### src/rtl/parking_pkg.sv
// Shared display state codes for the parking barrier controller and display decoder.
package parking_pkg;

   localparam int unsigned STATE_W = 3;

   typedef enum logic [STATE_W-1:0] {
      ST_IDLE      = 3'd0,
      ST_ENTRY     = 3'd1,
      ST_EXIT      = 3'd2,
      ST_EXIT_DONE = 3'd3,
      ST_FULL      = 3'd4
   } state_e;

endpackage

### src/rtl/btn_edge.sv
// Button history register with a rising-edge request pulse.
module btn_edge (
   input  logic ms,
   input  logic rst,
   input  logic btn_i,
   output logic rise_c
);

   logic hist_q;

   always_ff @(posedge ms) begin
      if (rst) hist_q <= 1'b0;
      else     hist_q <= btn_i;
   end

   assign rise_c = btn_i & ~hist_q;

endmodule

### src/rtl/parking_gate_ctrl.sv
// Single-barrier car park controller: arbitrates entry/exit requests, times the
// barrier, keeps a saturating occupancy count and drives the display state code.
module parking_gate_ctrl
   import parking_pkg::*;
#(
   parameter int unsigned CAPACITY = 8,
   parameter int unsigned COUNT_W  = 4,
   parameter int unsigned HOLD_MS  = 2000,
   parameter int unsigned DONE_MS  = 1000,
   parameter int unsigned TIMER_W  = 11
) (
   input  logic               ms,
   input  logic               rst,
   input  logic               press_in,
   input  logic               press_out,
   input  logic               car_passed,
   output logic               gate_open,
   output logic [STATE_W-1:0] state,
   output logic [COUNT_W-1:0] count,
   output logic               full
);

   localparam logic [COUNT_W-1:0] CAP_C  = COUNT_W'(CAPACITY);
   localparam logic [TIMER_W-1:0] HOLD_C = TIMER_W'(HOLD_MS - 1);
   localparam logic [TIMER_W-1:0] DONE_C = TIMER_W'(DONE_MS - 1);

   state_e             state_q, state_d;
   logic [TIMER_W-1:0] timer_q, timer_d;
   logic [COUNT_W-1:0] count_q, count_d;
   logic               gate_q, gate_d;
   logic               full_q, full_d;
   logic               pend_in_q, pend_in_d;
   logic               pend_out_q, pend_out_d;
   logic               rise_in_c, rise_out_c;
   logic               req_in_c, req_out_c;

   btn_edge u_edge_in  (.ms(ms), .rst(rst), .btn_i(press_in),  .rise_c(rise_in_c));
   btn_edge u_edge_out (.ms(ms), .rst(rst), .btn_i(press_out), .rise_c(rise_out_c));

   // A same-cycle edge counts as a request so IDLE reacts with no added latency.
   assign req_in_c  = pend_in_q  | rise_in_c;
   assign req_out_c = pend_out_q | rise_out_c;

   always_ff @(posedge ms) begin
      if (rst) begin
         state_q    <= ST_IDLE;
         timer_q    <= '0;
         count_q    <= '0;
         gate_q     <= 1'b0;
         full_q     <= 1'b0;
         pend_in_q  <= 1'b0;
         pend_out_q <= 1'b0;
      end else begin
         state_q    <= state_d;
         timer_q    <= timer_d;
         count_q    <= count_d;
         gate_q     <= gate_d;
         full_q     <= full_d;
         pend_in_q  <= pend_in_d;
         pend_out_q <= pend_out_d;
      end
   end

   always_comb begin
      state_d    = state_q;
      timer_d    = timer_q;
      count_d    = count_q;
      gate_d     = gate_q;
      pend_in_d  = req_in_c;
      pend_out_d = req_out_c;

      unique case (state_q)
         ST_IDLE: begin
            // Exit wins a tie; the entry flag stays set for a later visit to IDLE.
            if (req_out_c) begin
               pend_out_d = 1'b0;
               if (count_q != '0) begin
                  state_d = ST_EXIT;
                  timer_d = HOLD_C;
                  gate_d  = 1'b1;
               end
            end else if (req_in_c) begin
               pend_in_d = 1'b0;
               if (count_q < CAP_C) begin
                  state_d = ST_ENTRY;
                  timer_d = HOLD_C;
                  gate_d  = 1'b1;
               end else begin
                  state_d = ST_FULL;
                  timer_d = DONE_C;
               end
            end
         end
         ST_ENTRY: begin
            if (car_passed) begin
               if (count_q < CAP_C) count_d = count_q + COUNT_W'(1);
               gate_d  = 1'b0;
               state_d = ST_IDLE;
            end else if (timer_q == '0) begin
               gate_d  = 1'b0;
               state_d = ST_IDLE;
            end else begin
               timer_d = timer_q - TIMER_W'(1);
            end
         end
         ST_EXIT: begin
            if (car_passed) begin
               if (count_q != '0) count_d = count_q - COUNT_W'(1);
               gate_d  = 1'b0;
               state_d = ST_EXIT_DONE;
               timer_d = DONE_C;
            end else if (timer_q == '0) begin
               gate_d  = 1'b0;
               state_d = ST_IDLE;
            end else begin
               timer_d = timer_q - TIMER_W'(1);
            end
         end
         ST_EXIT_DONE, ST_FULL: begin
            if (timer_q == '0) state_d = ST_IDLE;
            else               timer_d = timer_q - TIMER_W'(1);
         end
         default: begin
            state_d = ST_IDLE;
            gate_d  = 1'b0;
         end
      endcase

      full_d = (count_d == CAP_C);
   end

   assign gate_open = gate_q;
   assign state     = state_q;
   assign count     = count_q;
   assign full      = full_q;

endmodule

### config.mk
export PLATFORM = sky130hd
export DESIGN_NAME = parking_gate_ctrl
export DESIGN_NICKNAME = d
export VERILOG_FILES = /design/src/rtl/parking_pkg.sv /design/src/rtl/btn_edge.sv /design/src/rtl/parking_gate_ctrl.sv
export SDC_FILE = /design/constraint.sdc
export NUM_CORES = 1
export LEC_CHECK = 0
export CELL_PAD_IN_SITES_DETAIL_PLACEMENT = 1
export CELL_PAD_IN_SITES_GLOBAL_PLACEMENT = 1
export CORE_ASPECT_RATIO = 1.5
export CORE_MARGIN = 5
export CORE_UTILIZATION = 30
export CTS_CLUSTER_SIZE = 14
export DETAILED_ROUTE_END_ITERATION = 6
export HOLD_SLACK_MARGIN = 0.03
export PLACE_DENSITY = 0.65
export SLEW_MARGIN = 5
export SYNTH_ARGS = -nofsm -noshare
export SYNTH_HDL_FRONTEND = slang
export SYNTH_SLANG_ARGS = --single-unit
### constraint.sdc
create_clock -name ms -period 2.4 [get_ports ms]
set_input_delay 0.24 -clock ms [delete_from_list [all_inputs] [get_ports ms]]
set_output_delay 0.24 -clock ms [all_outputs]
set_load 0.02 [all_outputs]
==> results of run 1 <==
## layout make-up
| type | count | share of cell area [%] |
|---|---|---|
| clock buffers | 3 | 2.32 |
| flip-flops and latches | 24 | 27.0 |
| inverters | 11 | 2.32 |
| well taps | 66 | 4.64 |
| repair buffers | 21 | 10.7 |
| clock inverters | 1 | 1.69 |
| multi-input cells | 136 | 51.3 |
## logic make-up (layout without fill, tap and decap cells)
group	count (synthesis)	in the layout	synth area share, %
and+or+nand+nor	70	70	28.6
DFF	24	24	33.0
xor gates and xnor gates	2	2	1.20
buffers and inverters	20	36	5.33
adders and majority gates	3	3	2.58
AOI/OAI and AO/OA	61	61	29.2
## final timing paths
kind / from / to / slack (ns) / cells after the start
setup / recovery: count[1] / gate_open / 0.12 / 7
hold / removal: timer_q[10] / timer_q[10] / 0.49 / 2
setup reg to reg: count[1] / gate_open / 0.12 / 7
hold reg to reg: timer_q[10] / timer_q[10] / 0.49 / 2
## registers in the layout, summed over array words and instances (netlist names)
name and cells:
full 1, pend_out_q 1, pend_in_q 1, timer_q 11, state 3, gate_open 1
u_edge_in.hist_q 1, u_edge_out.hist_q 1, count 4
## cell usage after synthesis (2+ instances only)
master	count	area, um^2
nor2_1	18	67.6
ha_1	3	37.5
nor4_1	3	18.8
a31oi_1	7	43.8
clkbuf_1	7	26.3
o22ai_1	4	25.0
a311oi_1	4	35.0
o21ai_1	2	10.0
nand2b_1	3	18.8
nand2_1	5	18.8
inv_1	11	41.3
nor4_2	3	37.5
nor2b_1	9	56.3
o31ai_1	3	22.5
dfxtp_1	24	480
o21a_1	4	30.0
buf_2	2	10.0
a21oi_1	12	60.1
o221a_2	2	22.5
o21ai_0	8	40.0
or3_1	2	12.5
nor3_1	11	55.1
nand3_1	4	20.0
or4_4	2	22.5
and3_1	2	12.5
## where the power goes
| part | total [mW] | internal (mW) | switching [mW] |
|---|---|---|---|
| combinational | 0.956 | 0.426 | 0.530 |
| clock | 0.358 | 0.223 | 0.135 |
| sequential | 0.657 | 0.505 | 0.152 |
## through the flow
stage          std cells  hold slack (ns)  instance area [um^2]
5_1_grt              262            0.537                  1780
3_5_place_dp         258            0.469                  1690
3_3_place_gp         258            0.468                  1690
6_report             262            0.486                  1780
4_1_cts              262            0.488                  1770
2_1_floorplan        180            0.317                  1460
## per-layer routing
metal / up-vias / wire length [um] / track usage (%)
met5: - / 0 / 0
met4: 0 / 128 / 5.41
met3: 10 / 86 / 1.77
met2: 23 / 2350 / 27.1
met1: 720 / 1770 / 16.3
li1: 710 / - / -
## tightest hold or removal path: cells and delay by family (launching register included)
family | cells | cell delay (ns)
DFF | 1 | 0.32
AOI/OAI and AO/OA | 2 | 0.12
==> flow_summary.yaml, run 1 <==
run_status:
  status: "finished, final reports clean"
detailed_routing:
  wl_um: 4330
  dr.pass1.iters: 4
  ant_nets: 0
  drc_errors: 0
  via_per_inst: 5.58
  drtIter0Drc: 128
  wl_per_cell_um: 16.5
  vias: 1463
clock_tree:
  post_cts_resized: 1
  htreeDepth: 1
  insertion_delay_ns: 0.27
  holdBufCountCts: 0
  clkSinkCount: 24
  numCtsBuffers: 3
  cts_setup_buffers: 0
  cts_tree: "done"
  cts_max_path_buffers: 2
  clk_pin_slew_ns: 0.09
  cts_root_buffer: "clkbuf_8"
worst_setup_path:
  startpoint_type: "flip-flop"
  end_kind: "flip-flop"
  slowest_stage: "or3b_4"
  cp.required_ns: 2.56
  path_max_fanout: 6
  cp_cell_sequence: "inv_1, ha_2, or3b_4, o21ba_2, a21oi_1, o221a_2, o311a_1"
  critPathTopFamily: "compound AO/OA/AOI/OAI gates"
  worst_path_largest_cell_delay_ns: 0.42
  arrival_ns: 2.44
  path_buf_inv: 1
  path_class: "reg -> reg"
synthesis:
  ys_async_sr_fraction_pct: 0
  ys_ff_latch: 24
  syn_nets: 188
  synth_cell_types: 50
  synthCells: 180
  synthFlopType: "dfxtp_1"
  synth-edff-count: 0
  synth_area_per_cell_um2: 8.08
  syn_area_mm2: 0.00146
  yosysSeqAreaShare_pct: 33.0
  ys_warn_count: 0
floorplanning:
  die_h_um: 95.3
  ios: 14
  rows: 31
  initial_core_util_pct: 30.5
  coreArea_mm2: 0.00477
  die_area_mm2: 0.00637
  die_w_um: 66.9
placement:
  portBuffers: 13
  pre_cts_slack_ns: -0.0457
  hpwl_um: 3320
  place.gp.congestion: 0.846
finish:
  seq_area_um2: 480
  area_growth_pct: 22.3
  final_cell_mix: "dfxtp_1 (24), nor2_1 (18), clkdlybuf4s50_1 (13)"
  post-route-util_pct: 37.3
  multi_input_area_um2: 913
  fillers: 587
  nets: 205
  drive_above_1_share_pct: 14.3
  layout_commonest_cell: "dfxtp_1"
  n_antenna_cell: 0
sta:
  clock.fmax_ghz: 0.439
  finalCritPeriodShare_pct: 94.8
  skew_ns: 0.00725
  tns_ns: 0
  setup-violations-final: 0
  slew_headroom_pct: 39.9
  rsz0062_at_grt: "no"
  final_max_slew_viol_count: 0
  fin_crit_ns: 2.28
  tightest_slew_ns: 0.895
  fin_ws_ns: 0.125
  hold_violations: 0
pwr:
  powerDensity_mw_per_mm2: 1110
  p_total_mw: 1.97
  max-vdd-ir-drop_uv: 522
  power_leakage_nw: 0.640
global_route:
  grt_max_degree: 17
  antenna_found_initial: 0
  grt_overflow_total: 0
  grt_pass1_vias: 1472
  grt_usage_pct: 14.5
  grt_pass1_wl_um: 7190
worst_hold_path:
  hold_path_class: "reg -> reg"
job:
  drv_cap: 0
(Power assumes the default switching activity.)
==> run 2: changes to the inputs <==
clock period = 2.74 ns   (was 2.4 ns; I/O delays follow)
==> run 2 against run 1 <==
Clock-buffer cell count did not move. Utilization fell by 0.81 points. Design area decreased by 2.2%. Hold slack got worse by 0.0083 ns. Clock skew shrank 0.0012 ns. Routed wire length is 3.0% lower. Sequential share of layout area grew 0.60 points. First-iteration DRC count is 45% lower. Clock power down 12%. Die area did not move. Critical path type unchanged. Largest cell class unchanged.
==> flow_summary.yaml, run 2 (same netlist as run 1, synthesis figures left out) <==
floorplanning:
  die_h_um: 95.3
  coreArea_mm2: 0.00477
  initial_core_util_pct: 30.5
  die_w_um: 66.9
  ios: 14
  die_area_mm2: 0.00637
  rows: 31
pwr:
  power_leakage_nw: 0.626
  max-vdd-ir-drop_uv: 372
  powerDensity_mw_per_mm2: 978
  p_total_mw: 1.70
sta:
  finalCritPeriodShare_pct: 86.4
  final_max_slew_viol_count: 0
  clock.fmax_ghz: 0.423
  tns_ns: 0
  slew_headroom_pct: 46.8
  holdWs_ns: 0.478
  fin_ws_ns: 0.374
  hold_violations: 0
  tightest_slew_ns: 0.792
  fin_crit_ns: 2.37
  rsz0062_at_grt: "no"
  setup-violations-final: 0
  skew_ns: 0.00608
worst_setup_path:
  arrival_ns: 2.54
  reg2reg_depth: 7
  critical_path.startpoint: "timer_q[0]"
  reg2reg_slack_ns: 0.37
  worst_path_largest_cell_delay_ns: 0.51
  cp.required_ns: 2.92
  critPathTopFamily: "simple AND/OR/NAND/NOR gates"
  slowest_stage: "nor4_2"
  path_buf_inv: 1
  r2r_end: "timer_q[0]"
  cp_cell_sequence: "inv_1, ha_1, or4b_4, nor4_2, nor3_1, or3_1, o31ai_1"
  path_class: "reg -> reg"
  r2r_start: "timer_q[0]"
  startpoint_type: "flip-flop"
  path_max_fanout: 7
  end_kind: "flip-flop"
clock_tree:
  insertion_delay_ns: 0.27
  clkSinkCount: 24
  htreeDepth: 1
  cts_root_buffer: "clkbuf_8"
  cts_max_path_buffers: 2
  holdBufCountCts: 0
  clk_pin_slew_ns: 0.09
  cts_setup_buffers: 0
  post_cts_resized: 0
  cts_tree: "done"
  numCtsBuffers: 3
finish:
  largest_reg_flops: 11
  nets: 202
  n_antenna_cell: 0
  post-route-util_pct: 36.5
  drive_above_1_share_pct: 11.4
  instances_no_fill: 259
  stdcell_area_mm2: 0.00174
  area_growth_pct: 19.6
  final_cell_mix: "dfxtp_1 (24), nor2_1 (18), clkdlybuf4s50_1 (13)"
  top_register: "timer_q"
  layout_commonest_cell: "dfxtp_1"
detailed_routing:
  dr.pass1.iters: 4
  wl_um: 4200
  ant_nets: 0
  via_per_inst: 5.64
  drtIter0Drc: 71
  vias: 1460
  drc_errors: 0
  wl_per_cell_um: 16.2
placement:
  hpwl_um: 3260
  pre_cts_slack_ns: 0.402
  dp.cells: 255
  post_dp_cell_area_mm2: 0.00167
  portBuffers: 13
  place.gp.congestion: 0.871
worst_hold_path:
  hold_path_depth: 2
  hold_path_class: "reg -> reg"
  min_from: "timer_q[10]"
  whs_endpoint: "timer_q[10]"
global_route:
  grt_usage_pct: 14.3
  grt_max_degree: 18
  grt_pass1_wl_um: 7130
  grt_overflow_total: 0
  antenna_found_initial: 0
  grt_pass1_vias: 1517
job:
  drv_cap: 0
run_status:
  status: "finished, final reports clean"
run 2: how the worst max path moves through the flow:
stage,slack [ns],to,cells after the start
after floorplan,0.65,gate_open,7
after global placement,0.47,full,6
after detailed placement,0.40,full,6
after CTS,0.37,timer_q[0],7
after global routing,0.22,timer_q[0],7
final,0.37,timer_q[0],7
run 2: where the power goes:
group | internal [mW] | total, mW | switching [mW] | leakage [nW]
clock network | 0.195 | 0.314 | 0.119 | 0.0357
registers | 0.442 | 0.574 | 0.132 | 0.198
logic | 0.361 | 0.814 | 0.453 | 0.392
run 2: worst reg2reg max path: stages, from the launching register on:
cell and delay (ns):
dfxtp_1 0.35, inv_1 0.08, ha_1 0.18, or4b_4 0.50
nor4_2 0.51, nor3_1 0.23, or3_1 0.36, o31ai_1 0.08
run 2: cell type report:
cell class,count,area (um^2)
Clock inverter,1,30.0
Inverter,11,41.3
Clock buffer,3,41.3
Sequential cell,24,480
Multi-Input combinational cell,136,897
Tap cell,66,82.6
Timing Repair Buffer,18,168
Fill cell,603,3030
run 2: layer usage:
layer	part of all wire, %	wire length, um	up-vias	track usage, %
met5	0	0	-	0
met2	57	2390	18	28.6
met4	1.8	74	0	4.57
li1	-	-	706	-
met3	1.8	75	6	1.77
met1	40	1660	730	14.7
==> run 3: changes to the inputs <==
SKIP_LAST_GASP = 1   (was default)
SLEW_MARGIN = default   (was 5)
==> results of run 3 <==
No change in the layout: final DEF, timing and power equal those of run 2.
